===== config.mk =====
export PLATFORM = sky130hd
export DESIGN_NAME = divider_seq
export DESIGN_NICKNAME = d
export VERILOG_FILES = /design/src/rtl/divider_seq.sv
export SDC_FILE = /design/constraint.sdc
export NUM_CORES = 1
export LEC_CHECK = 0
export CAP_MARGIN = 20
export CORE_UTILIZATION = 38
export CTS_CLUSTER_DIAMETER = 50
export DETAILED_ROUTE_END_ITERATION = 7
export PLACE_DENSITY = 0.66
export SLEW_MARGIN = 20
export SYNTH_ARGS = -nofsm -noshare
export SYNTH_HDL_FRONTEND = slang
export SYNTH_SLANG_ARGS = --single-unit

===== constraint.sdc =====
create_clock -name clk -period 4.7 [get_ports clk]
set_input_delay 0.94 -clock clk [delete_from_list [all_inputs] [get_ports clk]]
set_output_delay 0.94 -clock clk [all_outputs]
set_load 0.005 [all_outputs]

===== src/rtl/divider_seq.sv =====
// Sequential 32/32 restoring divider, signed or unsigned; 33-cycle latency (1 on divide-by-zero).
// start is ignored while busy; results are held until the next done pulse.
module divider_seq (
  input  logic        clk,
  input  logic        rst_n,
  input  logic        start,
  input  logic        signed_op,
  input  logic [31:0] dividend,
  input  logic [31:0] divisor,
  output logic        busy,
  output logic        done,
  output logic [31:0] quotient,
  output logic [31:0] remainder,
  output logic        div_zero
);

  typedef enum logic [1:0] {IDLE, CALC, FIX} state_t;

  state_t      state_q, state_d;
  logic [31:0] rem_q, rem_d;
  logic [31:0] quo_q, quo_d;
  logic [31:0] dvs_q, dvs_d;
  logic [5:0]  cnt_q, cnt_d;
  logic        qneg_q, qneg_d;
  logic        rneg_q, rneg_d;
  logic        dz_q, dz_d;

  logic        done_q;
  logic [31:0] quot_q, remo_q;
  logic        divz_q;

  logic        accept;
  logic        load_out;
  logic [32:0] shifted;
  logic [31:0] diff;
  logic        ge;
  logic [31:0] fix_quo, fix_rem;

  // State register
  always_ff @(posedge clk) begin
    if (!rst_n) state_q <= IDLE;
    else        state_q <= state_d;
  end

  // Next-state logic
  always_comb begin
    state_d = state_q;
    unique case (state_q)
      IDLE:    if (start) state_d = (divisor == 32'd0) ? FIX : CALC;
      CALC:    if (cnt_q == 6'd31) state_d = FIX;
      FIX:     state_d = IDLE;
      default: state_d = IDLE;
    endcase
  end

  // Output / control decode
  always_comb begin
    busy     = (state_q != IDLE);
    accept   = (state_q == IDLE) && start;
    load_out = (state_q == FIX);
  end

  // One restoring step on the 33-bit partial remainder
  always_comb begin
    shifted = {rem_q, quo_q[31]};
    ge      = (shifted >= {1'b0, dvs_q});
    diff    = shifted[31:0] - dvs_q;
    fix_quo = qneg_q ? (~quo_q + 32'd1) : quo_q;
    fix_rem = rneg_q ? (~rem_q + 32'd1) : rem_q;
  end

  always_comb begin
    rem_d  = rem_q;
    quo_d  = quo_q;
    dvs_d  = dvs_q;
    cnt_d  = cnt_q;
    qneg_d = qneg_q;
    rneg_d = rneg_q;
    dz_d   = dz_q;
    if (accept) begin
      cnt_d = 6'd0;
      if (divisor == 32'd0) begin
        // Divide-by-zero skips CALC; FIX passes these through unchanged
        quo_d  = 32'hFFFF_FFFF;
        rem_d  = dividend;
        dvs_d  = 32'd0;
        qneg_d = 1'b0;
        rneg_d = 1'b0;
        dz_d   = 1'b1;
      end else begin
        quo_d  = (signed_op && dividend[31]) ? (~dividend + 32'd1) : dividend;
        dvs_d  = (signed_op && divisor[31])  ? (~divisor + 32'd1)  : divisor;
        rem_d  = 32'd0;
        qneg_d = signed_op && (dividend[31] ^ divisor[31]);
        rneg_d = signed_op && dividend[31];
        dz_d   = 1'b0;
      end
    end else if (state_q == CALC) begin
      rem_d = ge ? diff : shifted[31:0];
      quo_d = {quo_q[30:0], ge};
      cnt_d = cnt_q + 6'd1;
    end
  end

  always_ff @(posedge clk) begin
    if (!rst_n) begin
      rem_q  <= 32'd0;
      quo_q  <= 32'd0;
      dvs_q  <= 32'd0;
      cnt_q  <= 6'd0;
      qneg_q <= 1'b0;
      rneg_q <= 1'b0;
      dz_q   <= 1'b0;
      done_q <= 1'b0;
      quot_q <= 32'd0;
      remo_q <= 32'd0;
      divz_q <= 1'b0;
    end else begin
      rem_q  <= rem_d;
      quo_q  <= quo_d;
      dvs_q  <= dvs_d;
      cnt_q  <= cnt_d;
      qneg_q <= qneg_d;
      rneg_q <= rneg_d;
      dz_q   <= dz_d;
      done_q <= load_out;
      if (load_out) begin
        quot_q <= fix_quo;
        remo_q <= fix_rem;
        divz_q <= dz_q;
      end
    end
  end

  assign done      = done_q;
  assign quotient  = quot_q;
  assign remainder = remo_q;
  assign div_zero  = divz_q;

endmodule


## Word level (Yosys, flattened, before mapping)

Index checks and enable logic that the tools add are counted.

| word-level totals | value |
|---|---|
| flip-flop bits (word level) | 173 |
| input port bits | 68 |
| output and inout port bits | 67 |
| word-level logic and storage cells | 59 |

| operators by class | value |
|---|---|
| add/subtract/negate cells | 6 |
| magnitude comparators | 1 |
| eq/ne operators | 5 |
| muxes and demuxes | 19 |
| bitwise operators | 6 |
| reduce and logical (&&, ||, !) cells | 10 |

Operators with widths:

| operator | number |
|---|---|
| $mux W32 | 12 |
| $add A32 B1 Y32 const B | 4 |
| $not A32 Y32 | 4 |
| $ge A33 B32 Y1 | 1 |
| $logic_not A32 Y1 | 1 |
| $sub A32 B32 Y32 | 1 |
| $add A6 B1 Y6 const B | 1 |
| $eq A6 B5 Y1 const B | 1 |
| $mux W2 | 3 |
| $logic_and A1 B1 Y1 | 4 |
| $ne A2 B2 Y1 const B | 2 |
| $pmux W2 S2 | 1 |
| $reduce_bool A2 Y1 | 2 |
| $mux W1 | 3 |
| $eq A2 B1 Y1 const B | 1 |
| $eq A2 B2 Y1 const B | 1 |
| $logic_not A2 Y1 | 1 |
| $reduce_and A2 Y1 | 1 |
| $reduce_or A2 Y1 | 1 |
| $not A1 Y1 | 1 |
| $xor A1 B1 Y1 | 1 |

## Logic depth before layout (Yosys ltp)

Gate-level depths: netlist of the first run.

| depth | value |
|---|---|
| word-level depth | 5 |
| depth in mapped cells | 13 |
| gate-level depth less buffers | 12 |

## Worst setup path after synthesis of the first run

Ideal clock, no wire load.

| timing | value |
|---|---|
| kind | input -> register |
| start point | input divisor[20] |
| end point | register rem_q[29] |
| library setup time | 0.064 ns |
| data arrival time | 3.250 ns |
| required time | 4.636 ns |
| path slack | 1.386 ns |
| cell stages on the path | 9 |
| buffers on the path | 1 |
| cells stage by stage | or4_1 or4_4 nand4b_4 nor4_4 buf_6 a21oi_2 nor3b_1 or3_1 nor2_1 |

| on the way | value |
|---|---|
| cells in the longest elaborated chain, start to end | 3 |

Ends and longest elaborated chain:

| element | line | text |
|---|---|---|
| start: declaration | 9 | `input logic [31:0] divisor,` |
| $logic_not A32 Y1 | 82 | `if (divisor == 32'd0) begin` |
| $mux W32 | 82 |  |
| $mux W32 | 80 | `if (accept) begin` |
| end signal: assignment | 119 | `rem_q <= rem_d;` |
| end: declaration | 20 | `logic [31:0] rem_q, rem_d;` |

Every way passes these cells.
A chain may end at the register's enable or synchronous reset.

## Final worst setup path of the first run

| timing | value |
|---|---|
| start point | input divisor[20] |
| end point | register rem_q[24] |

The elaborated chain is that of the path after synthesis.

==> results of run 1 <==
## cell families (layout without fill, tap and decap cells)
family,after synthesis,count (layout),synth area share
fa+ha+maj,38,38,0.0421
buf+inv,162,257,0.0564
simple gates,445,445,0.191
mux,20,20,0.0188
flops,173,173,0.302
compound gates,464,464,0.281
xor+xnor,143,143,0.109
## registers in the layout, summed over array words and instances (netlist names), 2 cells and up
signal and flops:
cnt_q 6, rem_q 32, dvs_q 32, quotient 32
remainder 32, state_q 2, quo_q 32
## layer usage
metal | vias up | GRT usage | routed length, um | part of all wire
met2 | 370 | 0.349 | 15500 | 0.43
met4 | 0 | 0.104 | 1280 | 0.035
met3 | 64 | 0.0424 | 2490 | 0.069
met1 | 5182 | 0.327 | 17000 | 0.47
li1 | 5438 | - | - | -
met5 | - | 0 | 0 | 0
## worst max-delay path: stages
cell	delay, ns
clkdlybuf4s50_1	0.48
or4_1	0.61
or4_4	0.55
nand4b_4	0.28
nor4_4	0.56
buf_4	0.26
nand2_1	0.07
and3_1	0.19
o41ai_2	0.32
## synthesized netlist by cell type, types with 13 or more instances
cell type | instances | area (um^2)
nor3_1 | 27 | 135
xor2_1 | 85 | 744
or4_1 | 16 | 120
o221ai_1 | 20 | 175
a31oi_1 | 20 | 125
or3_1 | 17 | 106
dfxtp_1 | 173 | 3460
a21o_1 | 13 | 97.6
o211a_1 | 47 | 470
inv_1 | 63 | 236
o41ai_1 | 16 | 140
xnor2_1 | 58 | 508
a21boi_0 | 22 | 165
clkbuf_1 | 77 | 289
nand2_1 | 175 | 657
nand3_1 | 26 | 130
ha_1 | 37 | 463
buf_2 | 13 | 65.1
and2_1 | 17 | 106
o211ai_1 | 16 | 120
o22ai_1 | 34 | 213
o21ai_0 | 85 | 425
a21oi_1 | 90 | 450
o31ai_1 | 35 | 263
nor2_1 | 85 | 319
## power groups by stage
stage	combinational, uW	sequential [uW]	clock [uW]
after floorplan	2490	1820	0
after global placement	3350	1930	0
after detailed placement	3370	1930	0
after CTS	3390	1900	1490
after global routing	3720	1930	1570
final	3430	1910	1470
## through the flow
stage                     cell area [um^2]  worst slack (ns)  std cells
final                                13800             0.781       1930
after global routing                 13800             0.647       1930
after CTS                            13700             0.820       1929
after detailed placement             13100             0.384       1897
after global placement               13100             0.475       1897
after floorplan                      11500              1.39       1445
## worst paths after layout
check / endpoint / slack (ns) / depth (start not counted)
setup / recovery: rem_q[24] / 0.78 / 9
hold / removal: remainder[30] / 0.46 / 2
setup reg to reg: rem_q[30] / 0.92 / 10
hold reg to reg: remainder[30] / 0.46 / 2
## cell usage in the layout, fill, tap and decap left out, drive strengths merged, types with 12 or more instances in the layout
cell / Yosys / layout
a21boi: 28 / 28
a21o: 13 / 13
a21oi: 91 / 91
a221oi: 12 / 12
a31oi: 20 / 20
and2: 18 / 18
buf: 22 / 29
clkbuf: 77 / 18
clkdlybuf4s50: 0 / 133
dfxtp: 173 / 173
ha: 37 / 37
inv: 63 / 72
mux2: 12 / 12
nand2: 175 / 175
nand3: 26 / 26
nand4: 12 / 12
nor2: 85 / 85
nor3: 28 / 28
nor4: 12 / 12
o211a: 47 / 47
o211ai: 16 / 16
o21ai: 86 / 86
o221ai: 21 / 21
o22ai: 34 / 34
o31ai: 35 / 35
o41ai: 19 / 19
or3: 18 / 18
or4: 20 / 20
xnor2: 58 / 58
xor2: 85 / 85
## area by class of cell
| cell class | instances | area share |
|---|---|---|
| clock buffer | 18 | 0.0319 |
| clock inverter | 14 | 0.0122 |
| inverter | 63 | 0.0172 |
| multi-input combinational | 1110 | 0.537 |
| sequential | 173 | 0.252 |
| tap | 390 | 0.0355 |
| timing repair buffer | 162 | 0.114 |
==> metrics.log, run 1 <==
INFO  metric status = finished, final reports clean
INFO  metric max-clock-path-buffers = 2
INFO  metric wire_length_of_the_first_global_routing_pass = 56.9 mm
INFO  metric worstPathArrival = 4.26 ns
INFO  metric post_cts_setup_repair_buffer_count = 0
INFO  metric netlist_area = approximately 11000 um^2
INFO  metric timing.hold.worst.start = remainder[30]
INFO  metric grt_start_max_net_pins = between 70 and 80
INFO  metric rsz0062_at_grt = no
INFO  metric yosys_register_bits = 173
INFO  metric power.internal = just under 4000 uW
INFO  metric timing.max_slew.rel_slack = 0.380
INFO  metric worst_skew_pair.late_latency = 0.44 ns
INFO  metric pwr-share-seq = 0.280
INFO  metric die_area = 30900 um^2
INFO  metric die_w = 176 um
INFO  metric gr-usage-all-layers = 0.234
INFO  metric final_layout_size_suffix_gt1_frac = 0.0630
INFO  metric hpwl = 27.9 mm
INFO  metric p_switching = 2960 uW
INFO  metric period_needed = ~3.9 ns
INFO  metric number_of_global_route_vias_before_repair = 10100
INFO  metric synth_warnings = 0
INFO  metric cts_tree = built
INFO  metric core_area = 29600 um^2
INFO  metric clkPwrFrac = 0.216
INFO  metric clock-sinks = 173
INFO  metric postSynth.topFlopCell = dfxtp_1
INFO  metric synth_area_per_cell = 7.94 um^2
INFO  metric dr.first_iter.drc_count = 892
INFO  metric worstMarginPinSlew = 0.907 ns
INFO  metric footprint_of_the_multi_input_gates = 7390 um^2
INFO  metric mappedNetlistNets = 1551
INFO  metric power.combinational.fraction = 0.504
INFO  metric leakage = 0.00557 uW
INFO  metric p_per_area = 495 nW/um^2
INFO  metric seq_area_frac_synth = 0.302
INFO  metric floorplan.io_pins = 135
INFO  metric post_cts_resize_count = 0
INFO  metric setup_viol = 0
INFO  metric avgViaCountPerCell = 5.73
INFO  metric fraction_of_the_cycle_the_final_worst_path_needs = 0.834
INFO  metric category_of_the_worst_setup_path_capture_point = flip-flop
INFO  metric final.setup_skew = 0.0148 ns
INFO  metric drt_pre_antenna_iters = 5
INFO  metric power_switching_share = 0.435
INFO  metric crit_required = 5.04 ns
INFO  metric detailed_route_via_count = 11100
INFO  metric timing.setup.tns = 0 ns
INFO  metric initial_core_utilization = 0.387
INFO  metric crit_path_max_fanout = 8
INFO  metric p_total = 6810 uW
INFO  metric grt_overflow = 0
INFO  metric grt_antenna_before_repair = 0
INFO  metric numPortBuffers = between 100 and 150
INFO  metric synthArstFlopShare = 0
INFO  metric synth_cell_type_count = just over 70
INFO  metric finish.utilization = 0.464
INFO  metric clock_slew_at_the_register_clock_pins_of_the_worst_setup_and_hold_paths = 0.07 ns
INFO  metric path_class = in2reg
INFO  metric cp-startpoint = divisor[20]
INFO  metric cp-start-kind = input port
INFO  metric cts_hold_buf = 0
INFO  metric final_hold_viol_count = 0
INFO  metric dieHeight = 176 um
INFO  metric design.final.nets = 1633
INFO  metric drcViolationCount = 0
INFO  metric whs = 0.460 ns
INFO  metric route.detailed.wl_per_inst = 18.8 um
INFO  metric syn_inst = 1445
INFO  metric timing.rr.start = dvs_q[26]
INFO  metric postRouteWirelength = roughly 36 mm
INFO  metric achievable-frequency = 0.255 GHz
INFO  metric max-vdd-ir-drop = 0.305 mV
INFO  metric cap_viol_max_count = 0
INFO  metric maxSlewViolCount = 0
INFO  metric areaGrowthSynthToFinish = 19.9%
INFO  metric rows = 63
INFO  metric ant_nets = 0
INFO  metric cts_made_buffers = 17
INFO  metric htree_levels = 4
INFO  metric gpl.final_weighted_congestion = 0.922
INFO  metric synth_edf_count = 0
INFO  metric timing.hold.worst.class = reg2reg
INFO  metric clk_root_buffer_cell = clkbuf_16
INFO  metric layout.filler_cells = ~3000
INFO  metric number_of_diodes = 0
INFO  metric sequential_cell_area_in_the_final_layout = 3460 um^2
No activity file was read; power rests on OpenSTA's default activity.
==> run 2: changes to the inputs <==
==> constraint.sdc (replaced) <==
create_clock -name clk -period 3.75 [get_ports clk]
set_input_delay 0.75 -clock clk [delete_from_list [all_inputs] [get_ports clk]]
set_output_delay 0.75 -clock clk [all_outputs]
set_load 0.005 [all_outputs]
==> run 2 against run 1 <==
  * Sequential cell count is the same
  * Critical path depth up 1
  * Routed wire length increased by 3.2%
  * Design area up 3.3%
  * Hold slack barely moved
  * First-iteration DRC count fell by 3.7%
  * Non-clock buffer count increased by 54
  * Setup slack worse by 0.50 ns
  * Power is 32% higher
  * Combinational power grew 38%
  * Sequential power up 20%
  * Largest power group unchanged
==> metrics.log, run 2 (same netlist as run 1, synthesis figures left out) <==
INFO  metric power_switching_share = 0.425
INFO  metric power.internal = between 5000 and 6000 uW
INFO  metric crit-reg2reg-capture = rem_q[15]
INFO  metric period_needed = 3.47 ns
INFO  metric drt_pre_antenna_iters = 5
INFO  metric final_area = 14200 um^2
INFO  metric fraction_of_the_cycle_the_final_worst_path_needs = 0.925
INFO  metric timing.hold.worst.start = remainder[30]
INFO  metric areaGrowthSynthToFinish = 23.9%
INFO  metric worst_skew_pair.late_latency = 0.45 ns
INFO  metric detailed_route_via_count = ~12000
INFO  metric cp-startpoint = dvs_q[30]
INFO  metric design.final.nets = 1687
INFO  metric ant_nets = 0
INFO  metric die_w = 176 um
INFO  metric cts_made_buffers = 17
INFO  metric post_cts_setup_repair_buffer_count = 0
INFO  metric clock_slew_at_the_register_clock_pins_of_the_worst_setup_and_hold_paths = 0.07 ns
INFO  metric number_of_diodes = 0
INFO  metric final_hold_viol_count = 0
INFO  metric final_layout_size_suffix_gt1_frac = 0.0941
INFO  metric dpl_cell_area = about 14000 um^2
INFO  metric reg2reg_depth = 10
INFO  metric status = finished, final reports clean
INFO  metric die_area = 30900 um^2
INFO  metric clk_root_buffer_cell = clkbuf_16
INFO  metric max-clock-path-buffers = 2
INFO  metric number_of_global_route_vias_before_repair = 10600
INFO  metric hpwl = 29.1 mm
INFO  metric pwr-share-seq = 0.255
INFO  metric final.setup_skew = 0.0150 ns
INFO  metric rsz0062_at_grt = no
INFO  metric timing.max_slew.rel_slack = 0.308
INFO  metric power.combinational.fraction = 0.526
INFO  metric achievable-frequency = between 0.2 and 0.3 GHz
INFO  metric dieHeight = 176 um
INFO  metric worstPathArrival = 3.79 ns
INFO  metric floorplan.io_pins = 135
INFO  metric dr.first_iter.drc_count = 859
INFO  metric clock-sinks = 173
INFO  metric gpl.final_weighted_congestion = 0.920
INFO  metric post_cts_resize_count = 0
INFO  metric cts_tree = built
INFO  metric setup_viol = 0
INFO  metric clkPwrFrac = 0.219
INFO  metric leakage = 0.00587 uW
INFO  metric cap_viol_max_count = 0
INFO  metric maxSlewViolCount = 0
INFO  metric footprint_of_the_multi_input_gates = 7390 um^2
INFO  metric path_class = reg2reg
INFO  metric postRouteWirelength = 37.4 mm
INFO  metric hold_depth = 2
INFO  metric crit_path_max_fanout = 25
INFO  metric final_cell_mix = 175 x nand2_1, 173 x dfxtp_1, 133 x clkdlybuf4s50_1
INFO  metric avgViaCountPerCell = 5.80
INFO  metric route.detailed.wl_per_inst = about 19 um
INFO  metric max-vdd-ir-drop = 0.397 mV
INFO  metric timing.rr.start = dvs_q[30]
INFO  metric sequential_cell_area_in_the_final_layout = 3460 um^2
INFO  metric layout.filler_cells = 2952
INFO  metric cts_hold_buf = 0
INFO  metric category_of_the_worst_setup_path_capture_point = flip-flop
INFO  metric crit_required = 4.07 ns
INFO  metric regToRegSetupSlack = roughly 0.28 ns
INFO  metric grt_start_max_net_pins = 64
INFO  metric p_switching = 3810 uW
INFO  metric layout_commonest_cell = nand2_1
INFO  metric wire_length_of_the_first_global_routing_pass = roughly 60 mm
INFO  metric htree_levels = 4
INFO  metric rows = 63
INFO  metric worstMarginPinSlew = approximately 1.0 ns
INFO  metric grt_overflow = 0
INFO  metric drcViolationCount = 0
INFO  metric grt_antenna_before_repair = 0
INFO  metric numPortBuffers = 134
INFO  metric whs = 0.460 ns
INFO  metric timing.hold.worst_endpoint = remainder[30]
INFO  metric p_per_area = 631 nW/um^2
INFO  metric cp-start-kind = flip-flop
INFO  metric initial_core_utilization = 0.387
INFO  metric core_area = 29600 um^2
INFO  metric gr-usage-all-layers = 0.242
INFO  metric timing.hold.worst.class = reg2reg
-- run 2: cell types whose count changed in the layout (fill, tap and decap cells not counted) --
cell        previous run  this run
clkinvlp_4             1         0
dfxtp_1              172       173
inv_6                  5         6
buf_4                 28        80
inv_8                  4         2
dfxtp_2                1         0
buf_12                 0         3
bufinv_16              1         3
clkinv_8               2         3
clkinv_2               0         1
clkinv_4               1         0
buf_16                 1         0
clkbuf_8               1         0
-- run 2: critical path, cell delays in order, from the launching register on --
cell and delay [ns]:
dfxtp_1 0.31, inv_1 0.08, ha_1 0.43, nand4_1 0.19, or4_1 0.50, or3_1 0.43
o221ai_4 0.49, buf_4 0.40, buf_4 0.22, a21oi_1 0.07, a32o_1 0.22
-- run 2: metrics by stage --
stage	setup slack, ns	util	instances	TNS [ns]	power, uW
final	0.281	0.480	1984	0	8970
after global routing	0.131	0.480	1984	0	9510
after CTS	0.323	0.480	1984	0	8910
after detailed placement	-0.0384	0.458	1952	-0.100	6950
after global placement	0.0127	0.458	1952	0	6900
after floorplan	0.626	-	1445	0	5400
-- run 2: worst max-delay path by stage --
stage	to	slack, ns	cells past startpoint
3_5_place_dp	rem_q[23]	-0.04	10
6_report	rem_q[15]	0.28	10
2_1_floorplan	rem_q[29]	0.63	9
4_1_cts	rem_q[15]	0.32	10
3_3_place_gp	rem_q[30]	0.01	9
5_1_grt	quo_q[0]	0.13	10
-- run 2: area by class of cell --
type                            instances  share of cell area
Multi-Input combinational cell       1110               0.520
Sequential cell                       173               0.244
Timing Repair Buffer                  216               0.140
Tap cell                              390              0.0343
Clock buffer                           17              0.0299
Inverter                               63              0.0166
Clock inverter                         15              0.0154
-- run 2: power by group through the flow --
stage | Clock, uW | Combinational (uW) | Sequential [uW]
2_1_floorplan | 0 | 3120 | 2290
3_3_place_gp | 0 | 4590 | 2320
3_5_place_dp | 0 | 4630 | 2320
4_1_cts | 1980 | 4660 | 2280
5_1_grt | 2070 | 5130 | 2300
6_report | 1960 | 4720 | 2290
-- run 2: per-layer routing --
metal,routed length [um],GRT usage,up-vias
met4,1220,0.0967,0
met3,2490,0.0355,60
li1,-,-,5556
met5,0,0,-
met1,17300,0.336,5415
met2,16400,0.373,475
